$ cat src/rtl/input_pin_conditioner_pkg.sv
// Shared sizing constants for the MPU341 input-pin conditioner.
// Pin count and debounce depth defaults used by the top and the bench.
package input_pin_conditioner_pkg;

    localparam int MPU341_IPIN_WIDTH       = 4;
    localparam int MPU341_DEBOUNCE_DEFAULT = 16;
    localparam int IPC_CNT_W_DEFAULT       = 8;

endpackage

$ cat src/rtl/input_pin_conditioner_debounce_bit.sv
// One pin: 2-flop synchroniser, saturating debounce counter, stable level, edge pulses.
// Latency: change sampled into sync1 at edge k is accepted at edge k+1+DEBOUNCE_CYCLES.
// No backpressure; edge_nxt (INPUT_PIN_CONDITIONER_EDGE_LATCH_EN) flags the accept edge.
module debounce_bit #(
    parameter int DEBOUNCE_CYCLES = 16,
    parameter int CNT_W           = 8
) (
    input  logic clk,
    input  logic reset,
    input  logic pin_async,
    output logic level,
    output logic rise,
    output logic fall
`ifdef INPUT_PIN_CONDITIONER_EDGE_LATCH_EN
    ,
    output logic edge_nxt
`endif
);

    localparam logic [CNT_W-1:0] CNT_LAST = CNT_W'(DEBOUNCE_CYCLES - 1);

    logic             sync1;
    logic             sync2;
    logic [CNT_W-1:0] cnt;
    logic             accept;

    // Accept on the edge that would complete DEBOUNCE_CYCLES consecutive differing samples.
    assign accept = (sync2 != level) && (cnt == CNT_LAST);

`ifdef INPUT_PIN_CONDITIONER_EDGE_LATCH_EN
    assign edge_nxt = accept;
`endif

    always_ff @(posedge clk) begin
        if (reset) begin
            sync1 <= 1'b0;
            sync2 <= 1'b0;
            cnt   <= '0;
            level <= 1'b0;
            rise  <= 1'b0;
            fall  <= 1'b0;
        end else begin
            sync1 <= pin_async;
            sync2 <= sync1;
            rise  <= accept && sync2;
            fall  <= accept && !sync2;
            if (sync2 == level || accept) begin
                cnt <= '0;
            end else begin
                cnt <= cnt + CNT_W'(1);
            end
            if (accept) begin
                level <= sync2;
            end
        end
    end

endmodule

$ cat src/rtl/input_pin_conditioner.sv
// Conditions raw async pins for the MPU core i_pins bus: sync, per-bit debounce, edge pulses.
// Latency 1+DEBOUNCE_CYCLES edges from first sync1 sample; all outputs registered; no backpressure.
// Macro INPUT_PIN_CONDITIONER_EDGE_LATCH_EN adds sticky edge_flags with edge_clear.
module input_pin_conditioner
    import input_pin_conditioner_pkg::*;
#(
    parameter int WIDTH           = MPU341_IPIN_WIDTH,
    parameter int DEBOUNCE_CYCLES = MPU341_DEBOUNCE_DEFAULT,
    parameter int CNT_W           = IPC_CNT_W_DEFAULT
) (
    input  logic             clk,
    input  logic             reset,
    input  logic [WIDTH-1:0] pins_async,
    output logic [WIDTH-1:0] i_pins,
    output logic [WIDTH-1:0] rise_pulse,
    output logic [WIDTH-1:0] fall_pulse
`ifdef INPUT_PIN_CONDITIONER_EDGE_LATCH_EN
    ,
    input  logic [WIDTH-1:0] edge_clear,
    output logic [WIDTH-1:0] edge_flags
`endif
);

`ifdef INPUT_PIN_CONDITIONER_EDGE_LATCH_EN
    logic [WIDTH-1:0] edge_nxt;
`endif

    for (genvar i = 0; i < WIDTH; i++) begin : g_bit
        debounce_bit #(
            .DEBOUNCE_CYCLES(DEBOUNCE_CYCLES),
            .CNT_W          (CNT_W)
        ) u_bit (
            .clk      (clk),
            .reset    (reset),
            .pin_async(pins_async[i]),
            .level    (i_pins[i]),
            .rise     (rise_pulse[i]),
            .fall     (fall_pulse[i])
`ifdef INPUT_PIN_CONDITIONER_EDGE_LATCH_EN
            ,
            .edge_nxt (edge_nxt[i])
`endif
        );
    end

`ifdef INPUT_PIN_CONDITIONER_EDGE_LATCH_EN
    // Flags set in the same cycle the pulse appears; a new edge beats a concurrent clear.
    always_ff @(posedge clk) begin
        if (reset) begin
            edge_flags <= '0;
        end else begin
            edge_flags <= edge_nxt | (edge_flags & ~edge_clear);
        end
    end
`endif

endmodule

$ cat config.mk
export PLATFORM = sky130hd
export DESIGN_NAME = input_pin_conditioner
export DESIGN_NICKNAME = d
export VERILOG_FILES = /design/src/rtl/input_pin_conditioner_pkg.sv /design/src/rtl/input_pin_conditioner_debounce_bit.sv /design/src/rtl/input_pin_conditioner.sv
export SDC_FILE = /design/constraint.sdc
export NUM_CORES = 1
export LEC_CHECK = 0
export CORE_MARGIN = 5
export CORE_UTILIZATION = 40
export DETAILED_ROUTE_END_ITERATION = 16
export GPL_TIMING_DRIVEN = 0
export PLACE_DENSITY_LB_ADDON = 0.1
export REMOVE_ABC_BUFFERS = 1
export SYNTH_ARGS = -nofsm -noshare
export SYNTH_HDL_FRONTEND = slang
export SYNTH_SLANG_ARGS = --single-unit
$ cat constraint.sdc
create_clock -name clk -period 1.75 [get_ports clk]
set_clock_uncertainty 0.05 [all_clocks]
set_input_delay 0.175 -clock clk [delete_from_list [all_inputs] [get_ports clk]]
set_output_delay 0.175 -clock clk [all_outputs]
set_load 0.005 [all_outputs]
Word level (Yosys, flattened, before mapping)
Cells that the tools add are included.

word-level totals
  bits in registers = 52
  input bits = 6
  output and inout bits = 12
  word-level logic and storage cells = 64

cells by class
  $add $sub $neg = 4
  equality and inequality tests = 12
  reductions and logical operators = 24

operators by type and width
  cell                                                              number
  8-bit by 1-bit adder with 8-bit output (second input constant)    4
  8-bit by 4-bit == test with 1-bit output (second input constant)  4
  1-bit logical AND                                                 12
  2-bit OR reduction                                                4
  1-bit == test                                                     4
  1-bit logical NOT                                                 4
  1-bit logical OR                                                  4
  1-bit inequality test                                             4

Depth between registers and ports, before layout
  depth in word-level cells = 4
  mapped depth = 4
  depth with buffers taken out = 4

By module
A second synthesis with hierarchy kept.

second synthesis, totals
  cell total of the unflattened synthesis = 216
  area total of the unflattened synthesis = 1971.9 um^2

by module, submodules not included
  module        times used  cells an instance  area an instance (um^2)  seq. area each (um^2)
  debounce_bit  4           54                 493.0                    260.2

Worst setup path before layout
Ideal clock, no wire load.

  path kind = register to register
  start point = register g_bit[2].u_bit.cnt[5]
  end point = register g_bit[2].u_bit.cnt[3]
  library setup time = 0.131 ns
  arrival = 1.270 ns
  required time = 1.569 ns
  setup slack = 0.299 ns
  cell stages (with the launch flop) = 4
  buffers on the path = 0
  period minus slack after synthesis = 1.451 ns
  path through = dfxtp_1 -> or4_1 -> o211ai_1 -> nor2_1

on the way
  cells in the longest elaborated chain, start to end = 4

RTL lines
  element                                   line                                      text
  start, declared                           input_pin_conditioner_debounce_bit.sv:24  logic [CNT_W-1:0] cnt;
  start signal, assigned                    input_pin_conditioner_debounce_bit.sv:50  cnt <= cnt + CNT_W'(1);
  8-bit by 4-bit == test with 1-bit output  input_pin_conditioner_debounce_bit.sv:28  assign accept = (sync2 != level) && (cnt == CNT_LAST);
  1-bit logical AND                         input_pin_conditioner_debounce_bit.sv:28
  1-bit logical OR                          input_pin_conditioner_debounce_bit.sv:47  if (sync2 == level || accept) begin
  2-bit OR reduction (no source line)       -

Every way passes these cells.
A chain may end at the register's enable or synchronous reset.

Final worst setup path
  start point = register g_bit[1].u_bit.cnt[4]
  end point = register g_bit[1].u_bit.cnt[5]

on the way
  cells in the longest elaborated chain, start to end = 4
  elaborated cells on any way between the ends = 5
  classes of those cells = add/sub: 1; eq/ne: 1; reduce/logical: 3

RTL lines
  element                                                                         line
  start, declared                                                                 input_pin_conditioner_debounce_bit.sv:24
  start signal, assigned                                                          input_pin_conditioner_debounce_bit.sv:50
  branches (longest 4 deep; another with 8-bit by 1-bit adder with 8-bit output)  -

Several ways; the timed one is not identified.

==> impl_metrics.ini <==
[floorplan]
io_pins = 18
die-area_um2 = 6690
fp-row-count = 26
fp.dieW_um = 81.8
core_um2 = 5040
dieHeight_um = 81.8
start_util_pct = 40.9

[worst_setup_path]
crit_type = reg -> reg
rr_worst_depth = 3
path_max_fanout = 6
cp-end-kind = flop
startpoint_type = flop
required_ns = 1.87
cp.arrival_ns = 1.72

[job]
maxCapViolCount = 0

[global_routing]
grtUsageTotal_pct = 11.4
grt_pass1_vias = 1335
grt_pass1_wl_um = 6040
grt_antenna_before_repair = 0
grt_overflow = 0
grt_max_degree = 16

[yosys]
synth_cell_type_count = 28
synth.yosys.seq_area_share_pct = 50.5
synth_warnings = 0
netlist_instances = 227
ys.flop_type = dfxtp_1
ys_ff_latch = 52
synth_edf_count = 0
syn_avg_cell_area_um2 = 9.08
ys_async_sr_fraction_pct = 0
syn_area_um2 = 2060

[run_status]
outcome = finished clean

[detailed_routing]
wl_um = 3370
drtAntennaViolNets = 0
drt-pass1-iter-count = 4
viasPerCell = 4.90
routed-via-count = 1519
initialDrtViolationCount = 128
wl_per_cell_um = 10.9
drcViolationCount = 0

[layout]
insertedDiodeCount = 0
nets = 249
area_growth_pct = 14.4
seqCellArea_um2 = 1040
fin_cells = 310
fillers = 500
fin_area_um2 = 2360
final_layout_size_suffix_gt1_share_pct = 5.42
multi_input_area_um2 = 875

[clocking]
htreeDepth = 2
clockBufferDepth = 2
clk_pin_slew_ns = 0.09
cts_num_sinks = 52
cts_tree = done
clk_latency_ns = 0.29
clockRootBuffer = clkbuf_8
numCtsBuffers = 5

[placed_design]
numPlacedInstances = 301
pre_cts_ws_ns = -0.322
postPlaceCellArea_um2 = 2220
portBuffers = 17
post-dp-hpwl_um = 2460
globalplace.congestion = 0.738

[hold_path]
whs_path_depth = 2
holdCritPathClass = in -> reg

[sta]
hold_ws_ns = 0.321
setup_viol = 0
finalMaxSlewViolations = 0
fmax_mhz = 623
worst_pin_slew_ns = 0.562
slew_headroom_pct = 62.2
worst_slack_ns = 0.146
fin_crit_ns = 1.60
period_share_pct = 91.7
rsz0062_at_grt = false
finalSetupTns_ns = 0
hold_viol = 0

[power]
p_leak_nw = 0.778
p_per_area_nw_per_um2 = 894
ir_worst_vdd_mv = 0.489
## synth_stat cells (3+ instances only)
cell type   n  area (um^2)
dfxtp_1    52         1040
a21oi_1    20          100
o21ai_0    17         85.1
or3_1      16          100
nand2_1    14         52.6
nor2_1     14         52.6
nand3_1    13         65.1
buf_4      12         90.1
inv_1      11         41.3
nor2b_1     8         50.1
nor3_1      7         35.0
xor2_1      5         43.8
ha_1        4         50.1
nand4_1     4         25.0
o211ai_1    4         30.0
xnor2_1     4         35.0
a311oi_1    3         26.3
a31oi_1     3         18.8
nor4_1      3         18.8
or4_1       3         22.5
## repair_timing
| item | in CTS | in global routing |
|---|---|---|
| buffers inserted | 0 | 1 |
| gates resized for setup | 0 | 2 |
| hold buffers | 0 | 0 |
| setup endpoints to repair | 0 | 29 |
## critical path: stages (launching register included)
cell	delay, ns
dfxtp_1	0.36
or4_4	0.56
o211ai_1	0.43
a21oi_1	0.08
## cell type report
type | instances | share of cell area [%]
Sequential cell | 52 | 44.1
Multi-Input combinational cell | 150 | 37.1
Timing Repair Buffer | 18 | 7.64
Clock buffer | 7 | 4.08
Tap cell | 70 | 3.71
Inverter | 12 | 2.07
Clock inverter | 1 | 1.27
## final timing paths
kind	slack (ns)	to	startpoint
worst min register to register	0.39	g_bit[2].u_bit.sync2$_SDFF_PP0_	g_bit[2].u_bit.sync1$_SDFF_PP0_
worst max-delay path	0.15	g_bit[1].u_bit.cnt[5]$_SDFF_PP0_	g_bit[1].u_bit.cnt[4]$_SDFF_PP0_
worst max register to register	0.15	g_bit[1].u_bit.cnt[5]$_SDFF_PP0_	g_bit[1].u_bit.cnt[4]$_SDFF_PP0_
worst min-delay path	0.32	g_bit[3].u_bit.sync2$_SDFF_PP0_	reset
## through the flow
stage	power (mW)	utilization (%)
3_5_place_dp	1.27	44.0
4_1_cts	2.16	46.5
5_1_grt	2.21	46.8
2_1_floorplan	1.25	-
6_report	2.11	46.8
3_3_place_gp	1.27	44.0
## cell usage in the layout, fill, tap and decap left out, types with 5 or more instances in the layout
master / n
nor2_1: 14
or3_1: 16
clkbuf_8: 7
inv_1: 11
o21ai_0: 17
xor2_1: 5
dfxtp_1: 52
nand3_1: 13
nor2b_1: 8
clkdlybuf4s50_1: 16
a21oi_1: 20
nor3_1: 7
nand2_1: 14
## routing by layer
metal	wire, um	track usage (%)	vias to the layer above
met1	1710	14.7	681
li1	-	-	821
met3	118	3.07	4
met4	28	3.49	0
met5	0	0	-
met2	1510	18.5	13
## logic make-up (layout without fill, tap and decap cells)
family | after synthesis | in the layout | share of synthesized area, %
fa+ha+maj | 4 | 4 | 2.43
flops | 52 | 52 | 50.5
buf+inv | 25 | 38 | 7.10
simple gates | 88 | 88 | 22.7
xor+xnor | 9 | 9 | 3.82
compound gates | 49 | 49 | 13.5
## sequential cells by signal (all words and copies together), names as in the netlist
name               flops
g_bit.u_bit.sync2      4
g_bit.u_bit.fall       4
g_bit.u_bit.sync1      4
g_bit.u_bit.cnt       32
g_bit.u_bit.rise       4
g_bit.u_bit.level      4
## report_power, final
part,leakage (nW),switching [mW],internal [mW]
clock network,0.0645,0.361,0.504
registers,0.421,0.00740,1.19
logic,0.293,0.0228,0.0201
total,0.778,0.392,1.72
No activity file was read; power rests on OpenSTA's default activity.
